==> src/rtl/command_parser.sv <==
// Receive-side byte parser: forwards plaintext letters to the cipher path and
// decodes ':'-prefixed configuration lines into config writes plus one response.
module command_parser (
  input  logic        clk,
  input  logic        rst_n,
  input  logic [7:0]  rx_byte,
  input  logic        rx_valid,
  output logic        ch_valid,
  output logic [4:0]  ch_idx,
  output logic        cfg_we,
  output logic [1:0]  cfg_sel,
  output logic [14:0] cfg_data,
  output logic        resp_start,
  output logic        resp_ok,
  output logic        resp_is_query,
  input  logic        resp_done
);

  typedef enum logic [2:0] {
    S_TEXT,
    S_OP,
    S_ARG,
    S_END,
    S_DISCARD,
    S_RESP_WAIT
  } state_t;

  localparam logic [1:0] SEL_ROT = 2'd0;
  localparam logic [1:0] SEL_RNG = 2'd1;
  localparam logic [1:0] SEL_GRD = 2'd2;
  localparam logic [1:0] SEL_POS = 2'd3;

  state_t     state;
  logic [1:0] sel_q;
  logic       query_q;
  logic [4:0] arg_l, arg_m, arg_r;
  logic [1:0] arg_cnt;

  logic       is_upper, is_lower, is_letter, is_term, is_rot_digit;
  logic [4:0] letter_idx, rot_idx;
  logic       arg_valid;
  logic [4:0] arg_val;
  logic       rot_dup;

  // Both letter cases share the same low five bits, offset by one from index 0.
  assign is_upper     = (rx_byte >= 8'h41) && (rx_byte <= 8'h5A);
  assign is_lower     = (rx_byte >= 8'h61) && (rx_byte <= 8'h7A);
  assign is_letter    = is_upper || is_lower;
  assign is_term      = (rx_byte == 8'h0D) || (rx_byte == 8'h0A);
  assign is_rot_digit = (rx_byte >= 8'h31) && (rx_byte <= 8'h35);
  assign letter_idx   = rx_byte[4:0] - 5'd1;
  assign rot_idx      = {2'b00, rx_byte[2:0] - 3'd1};

  assign arg_valid = (sel_q == SEL_ROT) ? is_rot_digit : is_letter;
  assign arg_val   = (sel_q == SEL_ROT) ? rot_idx : letter_idx;
  assign rot_dup   = (arg_l == arg_m) || (arg_l == arg_r) || (arg_m == arg_r);

  always_ff @(posedge clk) begin
    if (!rst_n) begin
      state         <= S_TEXT;
      sel_q         <= SEL_ROT;
      query_q       <= 1'b0;
      arg_l         <= '0;
      arg_m         <= '0;
      arg_r         <= '0;
      arg_cnt       <= '0;
      ch_valid      <= 1'b0;
      ch_idx        <= '0;
      cfg_we        <= 1'b0;
      cfg_sel       <= '0;
      cfg_data      <= '0;
      resp_start    <= 1'b0;
      resp_ok       <= 1'b0;
      resp_is_query <= 1'b0;
    end else begin
      // NOTE: pulse outputs default low here and are raised only in the cycle
      // they fire; later non-blocking assignments in the same block win.
      ch_valid      <= 1'b0;
      cfg_we        <= 1'b0;
      resp_start    <= 1'b0;
      resp_ok       <= 1'b0;
      resp_is_query <= 1'b0;

      case (state)
        S_TEXT: begin
          if (rx_valid) begin
            if (is_letter) begin
              ch_valid <= 1'b1;
              ch_idx   <= letter_idx;
            end else if (rx_byte == 8'h3A) begin
              query_q <= 1'b0;
              state   <= S_OP;
            end
          end
        end

        S_OP: begin
          if (rx_valid) begin
            arg_cnt <= '0;
            if (rx_byte == 8'h3F) begin
              query_q <= 1'b1;
              state   <= S_END;
            end else if (is_term) begin
              resp_start <= 1'b1;
              state      <= S_RESP_WAIT;
            end else begin
              state <= S_ARG;
              case (rx_byte | 8'h20)
                8'h72:   sel_q <= SEL_ROT;
                8'h6E:   sel_q <= SEL_RNG;
                8'h67:   sel_q <= SEL_GRD;
                8'h70:   sel_q <= SEL_POS;
                default: state <= S_DISCARD;
              endcase
            end
          end
        end

        S_ARG: begin
          if (rx_valid) begin
            if (is_term) begin
              resp_start <= 1'b1;
              state      <= S_RESP_WAIT;
            end else if (!arg_valid) begin
              state <= S_DISCARD;
            end else begin
              case (arg_cnt)
                2'd0:    arg_l <= arg_val;
                2'd1:    arg_m <= arg_val;
                default: arg_r <= arg_val;
              endcase
              arg_cnt <= arg_cnt + 2'd1;
              if (arg_cnt == 2'd2) state <= S_END;
            end
          end
        end

        S_END: begin
          if (rx_valid) begin
            if (is_term) begin
              resp_start <= 1'b1;
              state      <= S_RESP_WAIT;
              if (query_q) begin
                resp_ok       <= 1'b1;
                resp_is_query <= 1'b1;
              end else if (!(sel_q == SEL_ROT && rot_dup)) begin
                cfg_we   <= 1'b1;
                cfg_sel  <= sel_q;
                cfg_data <= {arg_l, arg_m, arg_r};
                resp_ok  <= 1'b1;
              end
            end else begin
              state <= S_DISCARD;
            end
          end
        end

        S_DISCARD: begin
          if (rx_valid && is_term) begin
            resp_start <= 1'b1;
            state      <= S_RESP_WAIT;
          end
        end

        S_RESP_WAIT: begin
          if (resp_done) state <= S_TEXT;
        end

        default: state <= S_TEXT;
      endcase
    end
  end

endmodule

==> config.mk <==
export PLATFORM = sky130hd
export DESIGN_NAME = command_parser
export DESIGN_NICKNAME = d
export VERILOG_FILES = /design/src/rtl/command_parser.sv
export SDC_FILE = /design/constraint.sdc
export NUM_CORES = 1
export LEC_CHECK = 0
export ABC_CLOCK_PERIOD_IN_PS = 3200
export CORE_UTILIZATION = 45
export DETAILED_ROUTE_END_ITERATION = 7
export PLACE_DENSITY_LB_ADDON = 0.2
export REMOVE_ABC_BUFFERS = 1
export SLEW_MARGIN = 20
export SYNTH_ARGS = -nofsm -noshare
export SYNTH_HDL_FRONTEND = slang
export SYNTH_SLANG_ARGS = --single-unit
==> constraint.sdc <==
create_clock -name clk -period 3.2 [get_ports clk]
set_input_delay 0.64 -clock clk [delete_from_list [all_inputs] [get_ports clk]]
set_output_delay 0.64 -clock clk [all_outputs]
set_load 0.01 [all_outputs]
# Yosys cells after proc, flatten, opt, wreduce, memory -nomap -nowiden
# Index checks and enable logic that the tools add are counted.
totals:
  mem_count: 0
  reg_bits: 50
  latchBits: 0
  elab_cells: 132
  out_inout_bits: 27
  ramBits: 0
  romBits: 0
classes:
  muxes: 40
  n_div: 0
  bitwise_logic: 8
  n_shift: 0
  mul: 0
  n_reduce_logical: 30
  n_eq_ne: 30
  addsub: 3
  order_cmp: 6
op_table:
  columns: ["operator", "count"]
  rows:
  - ["$mux 3", 14]
  - ["$reduce_and 5->1", 6]
  - ["$eq 7x6->1 const B", 4]
  - ["$ne 2x2->1 const B", 11]
  - ["$pmux 3 s6", 1]
  - ["$eq 8x4->1 const B", 2]
  - ["$eq 8x6->1 const B", 2]
  - ["$ge 8x7->1 const B", 2]
  - ["$le 8x7->1 const B", 2]
  - ["$mux 1", 16]
  - ["$eq 5x5->1", 3]
  - ["$reduce_and 9->1", 1]
  - ["$ge 8x6->1 const B", 1]
  - ["$le 8x6->1 const B", 1]
  - ["$mux 2", 4]
  - ["$not 1->1", 8]
  - ["$pmux 2 s4", 1]
  - ["$eq 3x2->1 const B", 2]
  - ["$eq 3x3->1 const B", 2]
  - ["$reduce_and 3->1", 2]
  - ["$reduce_and 6->1", 1]
  - ["$logic_and 1x1->1", 5]
  - ["$mux 5", 1]
  - ["$reduce_or 5->1", 1]
  - ["other kinds (18)", 24]

# Depth between registers and ports, before layout
logic_depth:
  word_depth: 8
  ltp_mapped: 9
  depth_no_buf: 8

# Worst setup path before layout
# OpenSTA, ideal clock, no wires.
synth_timing:
  path_kind: "input port to flip-flop"
  from: "input rx_byte[0]"
  to: "register arg_r[0]"
  t_required_ns: 3.128
  cell_stages: 9
  setup_slack_ns: 0.610
  n_path_buf: 1
  arrival_time_ns: 2.518
  setup_time_ns: 0.072
  cell_sequence: "inv_1 ha_1 xnor2_1 o21ai_1 or3_1 o32a_1 buf_6 nor4_4 mux2i_1"
synth_via:
  elab_chain_cells: 5
synth_rtl:
  columns: ["element", "line", "rtl"]
  rows:
  - ["start, declared", "6", "input logic [7:0] rx_byte,"]
  - ["$ge 8x7->1, or another cell as far along", "46", "assign is_upper = (rx_byte >= 8'h41) && (rx_byte <= 8'h5A);"]
  - ["$logic_and 1x1->1 (on tied branches)", "46, 47", null]
  - ["$logic_or 1x1->1", "48", "assign is_letter = is_upper || is_lower;"]
  - ["$mux 1", "54", "assign arg_valid = (sel_q == SEL_ROT) ? is_rot_digit : is_letter;"]
  - ["$reduce_and 5->1 (no source line)", null, null]
  - ["end signal, assigned", "130", "default: arg_r <= arg_val;"]
  - ["end, declared", "36", "logic [4:0] arg_l, arg_m, arg_r;"]
# Several ways; a longest one is shown, not always the timed one.
# A chain may end at the register's enable or synchronous reset.

# Worst setup path after layout
layout_timing:
  from: "input rx_byte[0]"
  to: "register arg_r[2]"
# Same word-level chain as after synthesis.

==> impl_summary.txt <==
----------------------------------------------------
[Status]
  Result of the run ... completed

[Power]
  Internal Power ... slightly above 0.9 mW
  Combinational fraction of design power ... a little over a tenth
  Switching share of power ... between 20% and 30%
  Peak VDD IR ... approximately 0.00021 V
  Sw Pwr ... between 0.2 and 0.3 mW
  Total power divided by cell area ... ~380 mW/mm^2
  Leak Pwr ... roughly 1.2 nW
  Power share of the sequential group ... 52.6%
  Power after layout ... around 1.2 mW
  Share of power burned in the clock network ... 37.1%

[Global routing]
  Global-route total usage across every layer ... between 20% and 30%
  Largest net degree at the start of global routing ... 36
  Vias in the first global route ... roughly 2100
  Overflow left after global routing ... 0
  First-pass GRT wire length ... about 9700 um
  Initial antenna violation count ... 0

[Hold path]
  Instance count along the most critical hold path ... 2
  Class of the tightest hold or removal check ... flip-flop to flip-flop

[Yosys]
  Number of warnings printed during yosys synthesis ... 0
  Compound-gate portion of the synthesized area ... between 8 and 9%
  Top cell type's share of synthesized area ... between 30% and 40%
  Adder and majority cell fraction of the synthesized area ... 3.44%
  Synthesized instance count ... 280
  Synth async-reset ratio ... 0%
  Biggest area contributors in the synthesized netlist ... sky130_fd_sc_hd__dfxtp_1 39%, sky130_fd_sc_hd__mux2i_1 14%, sky130_fd_sc_hd__nand2_1 7.8%, sky130_fd_sc_hd__xor2_1 3.8%, sky130_fd_sc_hd__ha_1 3.4%
  Share of synthesized area spent on multiplexers ... approximately 14%
  Mapped Avg Cell Area ... between 9 and 10 sq um
  Xor-xnor portion of the synthesized cell area ... around 6.2%
  Most area-hungry cell type in the Yosys netlist ... sky130_fd_sc_hd__dfxtp_1
  Number of distinct library cells after synthesis ... between 40 and 50
  EDFF count, synth ... 0
  Simple-gate share of the synthesized area ... 24.5%
  Cell area after synthesis ... around 0.0025 sq mm
  Sequential-to-total area share from yosys stat ... around two fifths
  Synth Flop Type ... sky130_fd_sc_hd__dfxtp_1
  Post-synthesis sequential element count ... 50
  Main combinational cell family by area after synthesis ... simple AND/OR/NAND/NOR gates

[Clock tree]
  H-tree levels ... 2
  # resized after CTS ... 0
  CTS tree ... yes
  Buffers inserted during post-CTS setup optimization ... 0
  Max Root-Sink Buffers ... 2
  Worst-Skew Late Latency ... 0.30 ns
  Number of hold-repair buffers added at the cts stage ... 0
  Total clock sinks ... 50
  Clock root buffer ... sky130_fd_sc_hd__clkbuf_8
  Number of buffers created by CTS ... 5
  Clock-pin slew on the worst setup and hold paths ... 0.08 ns

[Detailed routing]
  Pre-antenna DRT Iters ... 4
  Wire length after detailed routing ... 5540 um
  Final ANT Viol Nets ... 0
  Routed wire per std cell ... 13.8 um
  DRC ... 0
  Iter 0 DRT Violations ... 54
  Via count ... about 2100
  Routed vias/inst ... 5.30

[Final layout]
  Synth-to-layout area growth ... 26.0%
  Post-Layout Inst Area ... roughly 0.0032 sq mm
  Share of final-layout standard cells stronger than drive strength 1 ... 10.6%
  # diodes ... 0
  Final nets ... between 300 and 400

[STA]
  Number of hold-slack violations in the final timing report ... 0
  Slew of the pin with the lowest slew margin ... 0.603 ns
  Unrepaired setup endpoints after global routing ... false
  Worst slew margin ... roughly three fifths
  Post-route fraction of the period consumed by the critical path ... ~90%
  Final count of pins violating max slew ... 0
  Final worst clock skew ... ~0.0061 ns
  Hold_ws ... 0.460 ns
  Highest clock rate ... between 300 and 400 MHz
  Final worst path period need ... around 2.9 ns
  Count of final setup violators ... 0

[Worst setup path]
  Worst setup path category ... input port to flip-flop
  Top fanout value on the critical path ... 4
  Arrival @ worst endpoint ... ~3.1 ns
  Worst r2r path cells ... 6
  Worst setup SP type ... input port
  CP required ... 3.43 ns
  CP endpoint kind ... flip-flop

[Floorplanning]
  Boundary Pins ... 39
  Floorplan die area ... just under 0.006 sq mm
  Rows ... 27
  Initial core utilization ... between 40% and 50%
  DIE HEIGHT ... 77.2 um
  Floorplan die width ... roughly 77 um
  Core area ... approximately 0.0055 sq mm

[Placed design]
  Detailed Place HPWL ... about 4200 um
  Port-buffer cells ... 38
  Routability-driven placement congestion ratio ... between 0.8 and 0.9
  Placed cell area ... about 0.0031 sq mm

[Job]
  Number of maximum-capacitance constraint violations ... 0

----------------------------------------------------
[registers in the layout, summed over array words and instances, names as in the netlist, 2 cells and up]
name / count
arg_cnt: 2
arg_l: 5
arg_m: 5
arg_r: 5
cfg_data: 15
cfg_sel: 2
ch_idx: 5
sel_q: 2
state: 3
[cell type report]
cell class                 instances  area, sq um
fill                             530         2260
multi-input combinational        207         1440
sequential                        50         1000
timing repair buffer              58          538
tap                               72         90.1
clock buffer                       6         82.6
clock inverter                     1         30.0
inverter                           7         26.3
[path summary, 6_finish.rpt]
| check | start | end | slack (ns) |
|---|---|---|---|
| worst min register to register | cfg_data[2]$_SDFFE_PN0P_ | cfg_data[2]$_SDFFE_PN0P_ | 0.46 |
| worst max register to register | sel_q[0]$_SDFFE_PN0P_ | arg_r[2]$_SDFFE_PN0P_ | 1.02 |
| worst min-delay path | cfg_data[2]$_SDFFE_PN0P_ | cfg_data[2]$_SDFFE_PN0P_ | 0.46 |
| worst max-delay path | rx_byte[0] | arg_r[2]$_SDFFE_PN0P_ | 0.32 |
[power groups by stage]
stage | registers, mW | clock network (mW) | logic [mW]
final | 0.637 | 0.449 | 0.126
after global routing | 0.638 | 0.489 | 0.139
after CTS | 0.637 | 0.458 | 0.125
after detailed placement | 0.651 | 0 | 0.125
after global placement | 0.651 | 0 | 0.124
after floorplan | 0.651 | 0 | 0.0566
[logic make-up (layout without fill, tap and decap cells)]
family / after synthesis / count (layout)
AND/OR/NAND/NOR: 116 / 116
flip-flops: 50 / 50
multiplexers: 36 / 36
AO/OA/AOI/OAI: 30 / 30
buffers and inverters: 23 / 72
XOR/XNOR: 18 / 18
adder cells (fa/ha/maj): 7 / 7
[routing by layer]
| metal | global-route usage (%) | wire length [um] | vias up |
|---|---|---|---|
| li1 | - | - | 1071 |
| met1 | 25.5 | 2600 | 1007 |
| met2 | 35.0 | 2700 | 39 |
| met3 | 2.86 | 147 | 9 |
| met4 | 7.92 | 87 | 0 |
| met5 | 0 | 0 | - |
[synth_stat cells, types with 5 or more instances]
cell type / n
sky130_fd_sc_hd__nor2_1: 12
sky130_fd_sc_hd__nand2b_1: 7
sky130_fd_sc_hd__clkbuf_1: 9
sky130_fd_sc_hd__dfxtp_1: 50
sky130_fd_sc_hd__xnor2_1: 7
sky130_fd_sc_hd__nor4_1: 6
sky130_fd_sc_hd__xor2_1: 11
sky130_fd_sc_hd__inv_1: 7
sky130_fd_sc_hd__mux2i_1: 36
sky130_fd_sc_hd__nand2_1: 53
sky130_fd_sc_hd__nand3_1: 5
sky130_fd_sc_hd__nor3_1: 6
sky130_fd_sc_hd__o21ai_0: 7
sky130_fd_sc_hd__ha_1: 7
[metrics by stage]
stage | util [%] | setup TNS (ns) | worst slack, ns | std cells
2_1_floorplan | - | -7.64 | -0.481 | 264
3_3_place_gp | 56.6 | 0 | 0.0714 | 394
3_5_place_dp | 56.6 | 0 | 0.0260 | 394
4_1_cts | 58.7 | 0 | 0.323 | 401
5_1_grt | 58.7 | 0 | 0.0722 | 401
6_report | 58.7 | 0 | 0.323 | 401
[cells in the final DEF, fill, tap and decap left out, types with 11 or more instances in the layout]
cell type	count
sky130_fd_sc_hd__mux2i_1	36
sky130_fd_sc_hd__clkdlybuf4s50_1	37
sky130_fd_sc_hd__nor2_1	12
sky130_fd_sc_hd__nand2_1	53
sky130_fd_sc_hd__dfxtp_1	50
sky130_fd_sc_hd__buf_4	19
sky130_fd_sc_hd__xor2_1	11
[critical path, cell delays in order]
cell and delay [ns]:
sky130_fd_sc_hd__clkdlybuf4s50_1 0.47, sky130_fd_sc_hd__inv_1 0.06, sky130_fd_sc_hd__ha_1 0.23, sky130_fd_sc_hd__xnor2_1 0.21
sky130_fd_sc_hd__o21ai_1 0.07, sky130_fd_sc_hd__or3_1 0.34, sky130_fd_sc_hd__o32a_1 0.43, sky130_fd_sc_hd__nor4_4 0.28
sky130_fd_sc_hd__buf_4 0.19, sky130_fd_sc_hd__mux2i_1 0.19
No activity file was read; power rests on OpenSTA's default activity.
==> variant 1, RTL diff (same flow settings) <==
Reset style: asynchronous (`rst_n`), changed in one clocked block.
--- a/src/rtl/command_parser.sv
+++ b/src/rtl/command_parser.sv
@@ -57,3 +57,3 @@
 
-  always_ff @(posedge clk) begin
+  always_ff @(posedge clk or negedge rst_n) begin
     if (!rst_n) begin
Formal check against the unedited RTL: differs if rst_n is asserted again (counterexample within 4 cycles, from zero or initial values and one cycle with rst_n low); with rst_n held inactive, the same outputs for 10 cycles.
==> variant 1 against the unedited design <==
  * Utilization down 1.8 points
  * Wire length decreased by 2.1%
  * Final area up 6.1%
  * Area after synthesis up 11%
  * Sequential cell count did not move
  * Worst setup slack worse by 8.1 ps
Power is not compared: it rests on default switching activity, and its combinational part moved more than twofold at a synthesized area within 25%.
==> variant 1: results (changes against the unedited design) <==
worst reg2reg startpoint sel_q[0] (unchanged); max layer used met4 (unchanged); cts bufs inserted 5 (unchanged); Worst Path Required 3400 ps (was 3430 ps); sequential-cell power consumption between 0.7 and 0.8 mW; GRT met1 Usage 24.6% (was 25.5%); GPL Wtd Cong 0.822 (was 0.869); root buffer cell clkbuf_8 (unchanged); Worst-Skew Late Latency 300 ps (about the same); Cell Area, Placed 0.00329 mm² (was 0.00310 mm²); ANT cells 0 (unchanged); final WL 5420 µm (was 5540 µm); flip-flop count of the largest register after layout 15 (unchanged); total number of vias 1940 (was 2126); delay of the slowest cell on the worst path 560 ps (was 470 ps); met2 GRT Util 30.6% (was 35.0%); total of fill cells in the finished design 519 (was 530); endpoint of the lowest-slack register-to-register path arg_l[4] (was arg_r[2]); CTS clk-pin slew, worst paths ~90 ps; tightest hold margin 354 ps (was 460 ps); sequential cell area fraction in the yosys report 44.3% (was 39.3%); category of cells accounting for the largest share of critical-path delay buffers and inverters (unchanged); detailed-route wire length on metal 1 2490 µm (was 2600 µm); GR Layer Usage met3 3.37% (was 2.86%); mean instance size in the synthesized netlist 11.8 µm² (was 9.10 µm²); maximum number of pins on one net before global-route repair 51 (was 36); layout cells sized above 1 22.7% (was 10.6%); Setup Skew 3.65 ps (was 6.07 ps); Period Utilization, post-route 90.2% (was 89.9%); Largest Register cfg_data (unchanged); library cell with the largest summed area after synthesis dfrtp_1 (was dfxtp_1); global router's overall resource usage 18.6% (was 20.4%); routed wire length on met2 2650 µm (was 2700 µm); wire length per cell 15.0 µm (was 13.8 µm); count of buffers inserted at the top-level ports 38 (unchanged); count of H-tree levels built during CTS 2 (unchanged); worst hold-check path type input port to asynchronous set/reset pin (was register to register); minimum setup slack among reg-to-reg paths 1110 ps (was 1020 ps); R2R depth 5 (was 6); post-CTS repair timing setup buffer count 0 (unchanged); largest fanout of any net on the critical path 5 (was 4); power per cell area about 500 mW/mm²; top post-synthesis cells by area dfrtp_1, mux2_4, mux2_2, xnor2_1, ha_1 (was dfxtp_1, mux2i_1, nand2_1, xor2_1, ha_1); Place WS -4.60 ps (was 26.0 ps); DP Cell Count 353 (was 394); relative max-transition margin 57.7% (was 59.8%); met3 routed wirelength 175 µm (was 147 µm); result of the run finished, final reports clean (unchanged); Post-DP HPWL 4080 µm (was 4210 µm); # nets final 304 (was 348); wire length of the first global-routing pass 9180 µm (was 9670 µm); power dissipated in the clock network 0.439 mW; most frequent cells after synthesis dfrtp_1, mux2_4, nor2_1 (was nand2_1, dfxtp_1, mux2i_1); Warnings, synthesis 0 (unchanged); number of instances resized during post-cts repair 0 (unchanged); worst setup path startpoint rx_byte[1] (was rx_byte[0]); Synth cell types 52 (was 47); switching part of the total 31.2%; Async S/R FF share, synth 100% (was 0%)
## variant 1: cell types whose count changed after synthesis, sizes merged, moves of 5 or more
cell / delta
dfrtp: +50
dfxtp: -50
nand2: -44
mux2: +29
mux2i: -29
clkbuf: -8
nor4: -6
a21oi: +5
nor2: +5
## variant 1: area by class of cell
cell class	count	area [µm²]	area share, %
clock buffers	6	72.6	2.13
clock inverters	2	37.5	1.10
inverters	11	41.3	1.21
multi-input cells	168	1440	42.2
flip-flops and latches	50	1250	36.7
well taps	75	93.8	2.76
repair buffers	49	473	13.9
## variant 1: cell families (layout without fill, tap and decap cells)
| logic type | Yosys count | after routing | synth area share (%) |
|---|---|---|---|
| muxes | 36 | 36 | 16.6 |
| AOI/OAI and AO/OA | 44 | 44 | 10.9 |
| and+or+nand+nor | 63 | 63 | 14.7 |
| adders and majority gates | 7 | 7 | 3.10 |
| xor gates and xnor gates | 18 | 18 | 5.58 |
| DFF | 50 | 50 | 44.3 |
| buffers and inverters | 21 | 68 | 4.83 |
==> variant 2, RTL diff (same settings) <==
Made on the original files. The 6 states of `state_t` get a one-hot encoding in 6 bits.
--- a/src/rtl/command_parser.sv
+++ b/src/rtl/command_parser.sv
@@ -18,9 +18,9 @@
 
-  typedef enum logic [2:0] {
-    S_TEXT,
-    S_OP,
-    S_ARG,
-    S_END,
-    S_DISCARD,
-    S_RESP_WAIT
+  typedef enum logic [5:0] {
+    S_TEXT      = 6'b000001,
+    S_OP        = 6'b000010,
+    S_ARG       = 6'b000100,
+    S_END       = 6'b001000,
+    S_DISCARD   = 6'b010000,
+    S_RESP_WAIT = 6'b100000
   } state_t;
Behaviour: no difference found for any inputs over 10 cycles, from zero or initial values and one cycle with rst_n low; not proved beyond that.
==> variant 2 against the unedited design <==
  * Sequential power increased by 4.1%
  * Clock power about the same
  * Worst setup slack improved by 99 ps
  * Utilization decreased by 1.5 points
  * Wire length increased by 9.8%
  * Non-clock buffer count decreased by 7
  * Total power decreased by 0.39%
  * Final area increased by 5.4%
  * Worst hold slack improved by 40 ps
  * Sequential cell count increased by 3
  * Area after synthesis increased by 8.4%
  * Critical path type unchanged
  * Largest power group unchanged
==> variant 2: results (changes against the unedited design) <==
result of the run finished, final reports clean (unchanged); wire length of the first global-routing pass 10200 µm (was 9670 µm); DP Cell Count 420 (was 394); category of cells accounting for the largest share of critical-path delay simple AND/OR/NAND/NOR gates (was buffers and inverters); slowest cell on the critical path or4b_2 (was clkdlybuf4s50_1); WP data arrival 2980 ps (was 3100 ps); Setup Skew 4.26 ps (was 6.07 ps); Cell Area, Placed 0.00327 mm² (was 0.00310 mm²); Period Utilization, post-route 86.8% (was 89.9%); Place WS 124 ps (was 26.0 ps); layout cells sized above 1 9.07% (was 10.6%); Initial DRC Count 103 (was 54); minimum setup slack among reg-to-reg paths 940 ps (was 1020 ps); First-pass DRT Iterations 5 (was 4); sequential-cell power consumption 0.663 mW (was 0.637 mW); area share of buffers outside the clock network 14.5% (was 16.8%); maximum number of pins on one net before global-route repair 30 (was 36); via density per instance 5.35 (was 5.30); delay of the slowest cell on the worst path 630 ps (was 470 ps); number of standard cells in the layout, taps in and fillers out 428 (was 401); number of flip-flops and latches 53 (was 50); IR Drop Worst-Case VDD 0.000280 V (was 0.000212 V); GPL Wtd Cong 0.879 (was 0.869); # nets final 372 (was 348); relative contribution of combinational cells to total power 7.8% (was 10.4%); number of multi-input combinational cells 234 (was 207); tightest hold margin 500 ps (was 460 ps); Post-DP HPWL 4510 µm (was 4210 µm); Synth cell types 50 (was 47); sequential cell area fraction in the yosys report 38.4% (was 39.3%); measured slew at the worst slew-check pin 797 ps (was 603 ps); switching part of the total 22.3% (was 22.9%); total of fill cells in the finished design 536 (was 530); net load switching power 0.270 mW (was 0.277 mW); P_leak 1.22 nW (was 1.19 nW)
-- variant 2: metal layers --
layer / vias to the layer above / share of wire, % / GRT usage (%)
met4: 0 / 1.4 / 6.07
met1: 1048 / 51 / 27.9
met5: - / 0 / 0
met3: 9 / 3.9 / 3.86
met2: 60 / 44 / 31.4
li1: 1171 / - / -
-- variant 2: path summary, 6_finish.rpt --
kind              start           to  cells after the start
min reg2reg   ch_idx[0]    ch_idx[0]                      2
max reg2reg    state[0]  cfg_data[5]                      7
max          rx_byte[0]     sel_q[1]                     10
min           ch_idx[0]    ch_idx[0]                      2
-- variant 2: logic make-up (layout without fill, tap and decap cells) --
group / after synthesis / after routing / share of synthesized area (%)
and+or+nand+nor: 115 / 115 / 22.1
AOI/OAI and AO/OA: 62 / 62 / 15.1
DFF: 53 / 53 / 38.4
buffers and inverters: 20 / 66 / 3.94
muxes: 29 / 29 / 10.5
adders and majority gates: 8 / 8 / 3.62
xor gates and xnor gates: 20 / 20 / 6.34
